**src/rtl/multicycle_controller_pkg.sv**
```systemverilog
// Shared encodings for the multi-cycle RV32I controller and its datapath muxes.
package riscv_ctrl_pkg;

    localparam logic [6:0] OP_R      = 7'b0110011;
    localparam logic [6:0] OP_IALU   = 7'b0010011;
    localparam logic [6:0] OP_LOAD   = 7'b0000011;
    localparam logic [6:0] OP_STORE  = 7'b0100011;
    localparam logic [6:0] OP_BRANCH = 7'b1100011;
    localparam logic [6:0] OP_JAL    = 7'b1101111;

    typedef enum logic [3:0] {
        S_FETCH    = 4'd0,
        S_DECODE   = 4'd1,
        S_MEMADR   = 4'd2,
        S_MEMREAD  = 4'd3,
        S_MEMWRITE = 4'd4,
        S_MEMWB    = 4'd5,
        S_EXECR    = 4'd6,
        S_EXECI    = 4'd7,
        S_ALUWB    = 4'd8,
        S_BEQ      = 4'd9,
        S_JAL      = 4'd10
    } state_t;

    localparam logic [1:0] SRCA_PC    = 2'b00;
    localparam logic [1:0] SRCA_OLDPC = 2'b01;
    localparam logic [1:0] SRCA_RS1   = 2'b10;

    localparam logic [1:0] SRCB_RS2   = 2'b00;
    localparam logic [1:0] SRCB_IMM   = 2'b01;
    localparam logic [1:0] SRCB_FOUR  = 2'b10;

    localparam logic [1:0] ALUOP_ADD  = 2'b00;
    localparam logic [1:0] ALUOP_SUB  = 2'b01;
    localparam logic [1:0] ALUOP_FUNC = 2'b10;

    localparam logic [1:0] RES_ALUOUT = 2'b00;
    localparam logic [1:0] RES_MEM    = 2'b01;
    localparam logic [1:0] RES_ALU    = 2'b10;

endpackage

```
**src/rtl/multicycle_controller_if.sv**
```systemverilog
// Unified-memory request/ready handshake between controller and memory.
interface multicycle_controller_if;
    logic mem_req;
    logic mem_ready;
    logic MemWrite;
    logic AdrSrc;

    modport master (output mem_req, output MemWrite, output AdrSrc, input mem_ready);
    modport slave  (input mem_req, input MemWrite, input AdrSrc, output mem_ready);
endinterface

```
**src/rtl/multicycle_controller.sv**
```systemverilog
// Sequencing FSM for the multi-cycle RV32I core: fetch, decode, execute,
// memory and writeback, with a req/ready stall on every memory access.
module multicycle_controller
    import riscv_ctrl_pkg::*;
(
    input  logic                            clk,
    input  logic                            reset,
    input  logic [6:0]                      opcode,
    multicycle_controller_if.master         mem,
    output logic                            IRWrite,
    output logic                            PCUpdate,
    output logic                            Branch,
    output logic                            RegWrite,
    output logic [1:0]                      ALUSrcA,
    output logic [1:0]                      ALUSrcB,
    output logic [1:0]                      ALUOp,
    output logic [1:0]                      ResultSrc,
    output logic                            illegal,
    output logic                            retire,
    output logic [3:0]                      state_dbg
);

    state_t r_state;
    state_t w_next_state;

    always_ff @(posedge clk) begin
        if (reset) begin
            r_state <= S_FETCH;
        end else begin
            r_state <= w_next_state;
        end
    end

    always_comb begin
        w_next_state = S_FETCH;
        case (r_state)
            S_FETCH:    w_next_state = mem.mem_ready ? S_DECODE : S_FETCH;
            S_DECODE: begin
                case (opcode)
                    OP_LOAD, OP_STORE: w_next_state = S_MEMADR;
                    OP_R:              w_next_state = S_EXECR;
                    OP_IALU:           w_next_state = S_EXECI;
                    OP_BRANCH:         w_next_state = S_BEQ;
                    OP_JAL:            w_next_state = S_JAL;
                    default:           w_next_state = S_FETCH;
                endcase
            end
            S_MEMADR:   w_next_state = (opcode == OP_STORE) ? S_MEMWRITE : S_MEMREAD;
            S_MEMREAD:  w_next_state = mem.mem_ready ? S_MEMWB : S_MEMREAD;
            S_MEMWRITE: w_next_state = mem.mem_ready ? S_FETCH : S_MEMWRITE;
            S_EXECR,
            S_EXECI,
            S_JAL:      w_next_state = S_ALUWB;
            default:    w_next_state = S_FETCH;
        endcase
    end

    // Outputs are gated by reset so a pending request drops in the same cycle.
    always_comb begin
        mem.mem_req  = 1'b0;
        mem.MemWrite = 1'b0;
        mem.AdrSrc   = 1'b0;
        IRWrite      = 1'b0;
        PCUpdate     = 1'b0;
        Branch       = 1'b0;
        RegWrite     = 1'b0;
        ALUSrcA      = SRCA_PC;
        ALUSrcB      = SRCB_RS2;
        ALUOp        = ALUOP_ADD;
        ResultSrc    = RES_ALUOUT;
        illegal      = 1'b0;
        retire       = 1'b0;
        state_dbg    = S_FETCH;
        if (!reset) begin
            state_dbg = r_state;
            case (r_state)
                S_FETCH: begin
                    mem.mem_req = 1'b1;
                    ALUSrcB     = SRCB_FOUR;
                    ResultSrc   = RES_ALU;
                    IRWrite     = mem.mem_ready;
                    PCUpdate    = mem.mem_ready;
                end
                S_DECODE: begin
                    ALUSrcA = SRCA_OLDPC;
                    ALUSrcB = SRCB_IMM;
                    case (opcode)
                        OP_LOAD, OP_STORE, OP_R, OP_IALU, OP_BRANCH, OP_JAL: illegal = 1'b0;
                        default: illegal = 1'b1;
                    endcase
                end
                S_MEMADR: begin
                    ALUSrcA = SRCA_RS1;
                    ALUSrcB = SRCB_IMM;
                end
                S_MEMREAD: begin
                    mem.mem_req = 1'b1;
                    mem.AdrSrc  = 1'b1;
                end
                S_MEMWRITE: begin
                    mem.mem_req  = 1'b1;
                    mem.MemWrite = 1'b1;
                    mem.AdrSrc   = 1'b1;
                    retire       = mem.mem_ready;
                end
                S_MEMWB: begin
                    ResultSrc = RES_MEM;
                    RegWrite  = 1'b1;
                    retire    = 1'b1;
                end
                S_EXECR: begin
                    ALUSrcA = SRCA_RS1;
                    ALUSrcB = SRCB_RS2;
                    ALUOp   = ALUOP_FUNC;
                end
                S_EXECI: begin
                    ALUSrcA = SRCA_RS1;
                    ALUSrcB = SRCB_IMM;
                    ALUOp   = ALUOP_FUNC;
                end
                S_ALUWB: begin
                    RegWrite = 1'b1;
                    retire   = 1'b1;
                end
                S_BEQ: begin
                    ALUSrcA = SRCA_RS1;
                    ALUSrcB = SRCB_RS2;
                    ALUOp   = ALUOP_SUB;
                    Branch  = 1'b1;
                    retire  = 1'b1;
                end
                S_JAL: begin
                    ALUSrcA  = SRCA_OLDPC;
                    ALUSrcB  = SRCB_FOUR;
                    PCUpdate = 1'b1;
                end
                default: ;
            endcase
        end
    end

endmodule

```
**src/flat_wrapper.sv**
```systemverilog
// flat-port wrapper written by rule: the top's interface ports become plain ports
module multicycle_controller_flat import riscv_ctrl_pkg::*;
  (clk, reset, opcode, IRWrite, PCUpdate, Branch, RegWrite, ALUSrcA, ALUSrcB, ALUOp, ResultSrc, illegal, retire, state_dbg, mem_mem_req, mem_MemWrite, mem_AdrSrc, mem_mem_ready);
  multicycle_controller_if mem_i ();
  input  logic clk;
  input  logic reset;
  input  logic [6:0] opcode;
  output logic IRWrite;
  output logic PCUpdate;
  output logic Branch;
  output logic RegWrite;
  output logic [1:0] ALUSrcA;
  output logic [1:0] ALUSrcB;
  output logic [1:0] ALUOp;
  output logic [1:0] ResultSrc;
  output logic illegal;
  output logic retire;
  output logic [3:0] state_dbg;
  output wire logic [$bits(mem_i.mem_req)-1:0] mem_mem_req;
  output wire logic [$bits(mem_i.MemWrite)-1:0] mem_MemWrite;
  output wire logic [$bits(mem_i.AdrSrc)-1:0] mem_AdrSrc;
  input wire logic [$bits(mem_i.mem_ready)-1:0] mem_mem_ready;
  assign mem_mem_req = mem_i.mem_req;
  assign mem_MemWrite = mem_i.MemWrite;
  assign mem_AdrSrc = mem_i.AdrSrc;
  assign mem_i.mem_ready = mem_mem_ready;
  multicycle_controller u_core (.clk(clk), .reset(reset), .opcode(opcode), .mem(mem_i), .IRWrite(IRWrite), .PCUpdate(PCUpdate), .Branch(Branch), .RegWrite(RegWrite), .ALUSrcA(ALUSrcA), .ALUSrcB(ALUSrcB), .ALUOp(ALUOp), .ResultSrc(ResultSrc), .illegal(illegal), .retire(retire), .state_dbg(state_dbg));
endmodule
```
**config.mk**
```make
export PLATFORM = sky130hd
export DESIGN_NAME = multicycle_controller_flat
export DESIGN_NICKNAME = d
export VERILOG_FILES = /design/src/rtl/multicycle_controller_pkg.sv /design/src/rtl/multicycle_controller_if.sv /design/src/rtl/multicycle_controller.sv /design/src/flat_wrapper.sv
export SDC_FILE = /design/constraint.sdc
export NUM_CORES = 1
export LEC_CHECK = 0
export BUFFER_PORTS_ARGS = -buffer_cell sky130_fd_sc_hd__buf_4
export CORE_MARGIN = 2
export CORE_UTILIZATION = 40
export CTS_CLUSTER_DIAMETER = 100
export DETAILED_ROUTE_END_ITERATION = 12
export PLACE_DENSITY = 0.7
export SLEW_MARGIN = 20
export SYNTH_ARGS = -nofsm -noshare
export SYNTH_HDL_FRONTEND = slang
export SYNTH_SLANG_ARGS = --single-unit
```
**constraint.sdc**
```tcl
create_clock -name clk -period 1.41 [get_ports clk]
set_input_delay 0.141 -clock clk [delete_from_list [all_inputs] [get_ports clk]]
set_output_delay 0.141 -clock clk [all_outputs]
set_load 0.02 [all_outputs]
```
==> metrics.txt <==
status=finished, violations left; failing checks=negative setup slack; Largest regs=u_core.r_state x4; Yosys reg bits=4; Die W=44.5 um; critical-path cell list=buf_4 > nor3b_2 > nor2_1 > nor3_2 > buf_4; HPWL after DPL=approximately 1600 um; Largest register FFs=4; Vias/cell=6.01; Mapped Cells=91; critical path arrival=1460 ps; post-route insts no fill=159; Switching Fraction=0.356; pin count of the biggest net entering global routing=14; Seq/Total Area, Yosys=0.122; Hold Path Class=in -> reg; I/O Buffers=30; Via Count=956; clk buf depth=2; WS Path Type=reg -> out; Mapped Area=656 um2; fin crit period=~1600 ps; first-pass GRT wire length=about 3600 um; Pwr Density=~400 nW/um2; clock power share=0.266; post-synthesis cell type count=39; CTS Buf Count=3; crit path max fanout=7; Starting DRT DRC Count=38; crit start category=flop; root buffer cell=clkbuf_4; initial antenna violation count=0; Area growth syn-to-layout=112%; # DRC=0; Hold Fails Final Rpt=0; Die Area=just under 2000 um2; Sw Pwr=slightly below 0.2 mW; MaxCap Viol Count=0; Max Clock Freq=about 0.62 GHz; Mapped Avg Cell Area=~7.2 um2; setup TNS=-1180 ps; Final WS setup=-194 ps; IO Count=31; CTS Hold Buffers Added=0; P_leak=between 0.5 and 0.6 nW; Final ANT Viol Nets=0; number of global-route vias before repair=between 700 and 800; First-pass DRT Iterations=4; Slew headroom=0.697; Placer Congestion=~0.80; Crit-path slowest cell=dfxtp_4; Max stage delay on crit path=380 ps; starting density of the core=0.430; WP buf/inv=2; RSZ-0062 raised after global routing=true; Setup Viol. Count Final=16; syn_nets=101; internal power consumption=between 0.3 and 0.4 mW; Final Net Count=around 160; crit-path leading delay family=simple AND/OR/NAND/NOR gates; DR WL/cell=approximately 19 um; post-place setup slack=33.1 ps; Total GRT Usage=0.252; Worst setup EP type=output pin; CTS clk-pin slew, worst paths=40 ps; Ys Warns=0; clk_lat worst skew=~230 ps; maximum vdd drop=0.000454 V; Post-Place Cells=roughly 140; Final Cycle Share=1.14; die height=44.5 um; Comb power frac=0.514; # rows=14; Fillers=68; share of cells above drive strength 1=0.678; Diodes inserted=0; max-slew violation count=0; final wirelength=slightly above 3000 um; Reg with most FFs=u_core.r_state; worst slew pin tran=between 400 and 500 ps; Flop pwr share=0.220; Worst Skew=between 3 and 4 ps; Sink Count=4; CTS tree=done; Crit path top cell by count=buf_4; core region area=about 1500 um2; H-tree Lvls=1; total grt overflow=0; Req. time, crit path=1270 ps
-- power groups by stage --
| stage | Combinational [mW] | Sequential, mW | Clock (mW) |
|---|---|---|---|
| 6_report | 0.280 | 0.120 | 0.145 |
| 4_1_cts | 0.219 | 0.117 | 0.149 |
| 5_1_grt | 0.293 | 0.120 | 0.153 |
| 2_1_floorplan | 0.112 | 0.120 | 0 |
| 3_3_place_gp | 0.186 | 0.122 | 0 |
| 3_5_place_dp | 0.190 | 0.122 | 0 |
-- what timing repair did --
item | CTS | global route
setup buffers | 8 | 5
pin swaps | 4 | 5
cloned | 1 | 1
resized for setup | 33 | 17
hold endpoints to repair | 0 | 0
endpoints found under the setup margin | 19 | 16
-- cell usage after synthesis (all sizes together) --
library cell / instances / area [um2]
nor3: 10 / 55.1
buf: 9 / 57.6
nor2b: 7 / 43.8
nand2: 5 / 18.8
nor3b: 5 / 37.5
a211oi: 4 / 35.0
a21oi: 4 / 20.0
dfxtp: 4 / 80.1
nor2: 4 / 15.0
nand2b: 3 / 18.8
nor4: 3 / 18.8
a31oi: 2 / 12.5
and3b: 2 / 17.5
mux2i: 2 / 20.0
nand3b: 2 / 15.0
nand4bb: 2 / 22.5
nor4b: 2 / 17.5
o21ai: 2 / 10.0
o31ai: 2 / 15.0
or3: 2 / 12.5
or3b: 2 / 17.5
xor2: 2 / 17.5
a2111o: 1 / 11.3
and2: 1 / 6.26
and3: 1 / 6.26
clkbuf: 1 / 3.75
inv: 1 / 3.75
nand3: 1 / 5.00
nand4b: 1 / 8.76
o21bai: 1 / 7.51
o32ai: 1 / 8.76
or2b: 1 / 7.51
xnor2: 1 / 8.76
-- layout make-up --
type | count | area (um2) | area share
Multi-Input combinational cell | 76 | 703 | 0.505
Timing Repair Buffer | 59 | 547 | 0.393
Sequential cell | 4 | 95.1 | 0.0683
Clock buffer | 3 | 22.5 | 0.0162
Tap cell | 16 | 20.0 | 0.0144
Inverter | 1 | 3.75 | 0.00270
-- through the flow --
stage,instance area (um2),utilization,hold slack (ps),power [mW]
finish,1390,0.913,184,0.545
global route,1390,0.913,196,0.567
CTS,1240,0.816,158,0.485
detailed placement,998,0.655,412,0.312
global placement,998,0.655,409,0.308
floorplan,709,-,299,0.232
-- cell families (layout without fill, tap and decap cells) --
logic type / count (synthesis) / in the layout / share of synthesized area
xor gates and xnor gates: 3 / 3 / 0.0401
muxes: 2 / 2 / 0.0305
DFF: 4 / 4 / 0.122
AOI/OAI and AO/OA: 17 / 17 / 0.183
and+or+nand+nor: 54 / 54 / 0.525
buffers and inverters: 11 / 63 / 0.0992
-- cell usage in the layout (no fill, tap or decap), drive strengths merged, types with 4 or more instances in the layout --
cell	n
buf	57
nor3	10
nor2b	7
nor3b	5
nand2	5
nor2	4
dfxtp	4
a211oi	4
a21oi	4
clkbuf	4
-- routing by layer --
| layer | GRT usage | vias up | part of all wire |
|---|---|---|---|
| met5 | 0 | - | 0 |
| met4 | 0.115 | 0 | 0.017 |
| met1 | 0.303 | 466 | 0.42 |
| met3 | 0.0245 | 6 | 0.059 |
| met2 | 0.443 | 45 | 0.51 |
| li1 | - | 439 | - |
-- worst paths after layout --
| kind | endpoint | from | slack, ps | cells after the start |
|---|---|---|---|---|
| max reg2reg | u_core.r_state[2] | u_core.r_state[2] | -10 | 4 |
| max | RegWrite | u_core.r_state[2] | -190 | 5 |
| min | u_core.r_state[2] | reset | 180 | 2 |
| min reg2reg | u_core.r_state[1] | u_core.r_state[2] | 710 | 3 |
No activity file was read; power rests on OpenSTA's default activity.
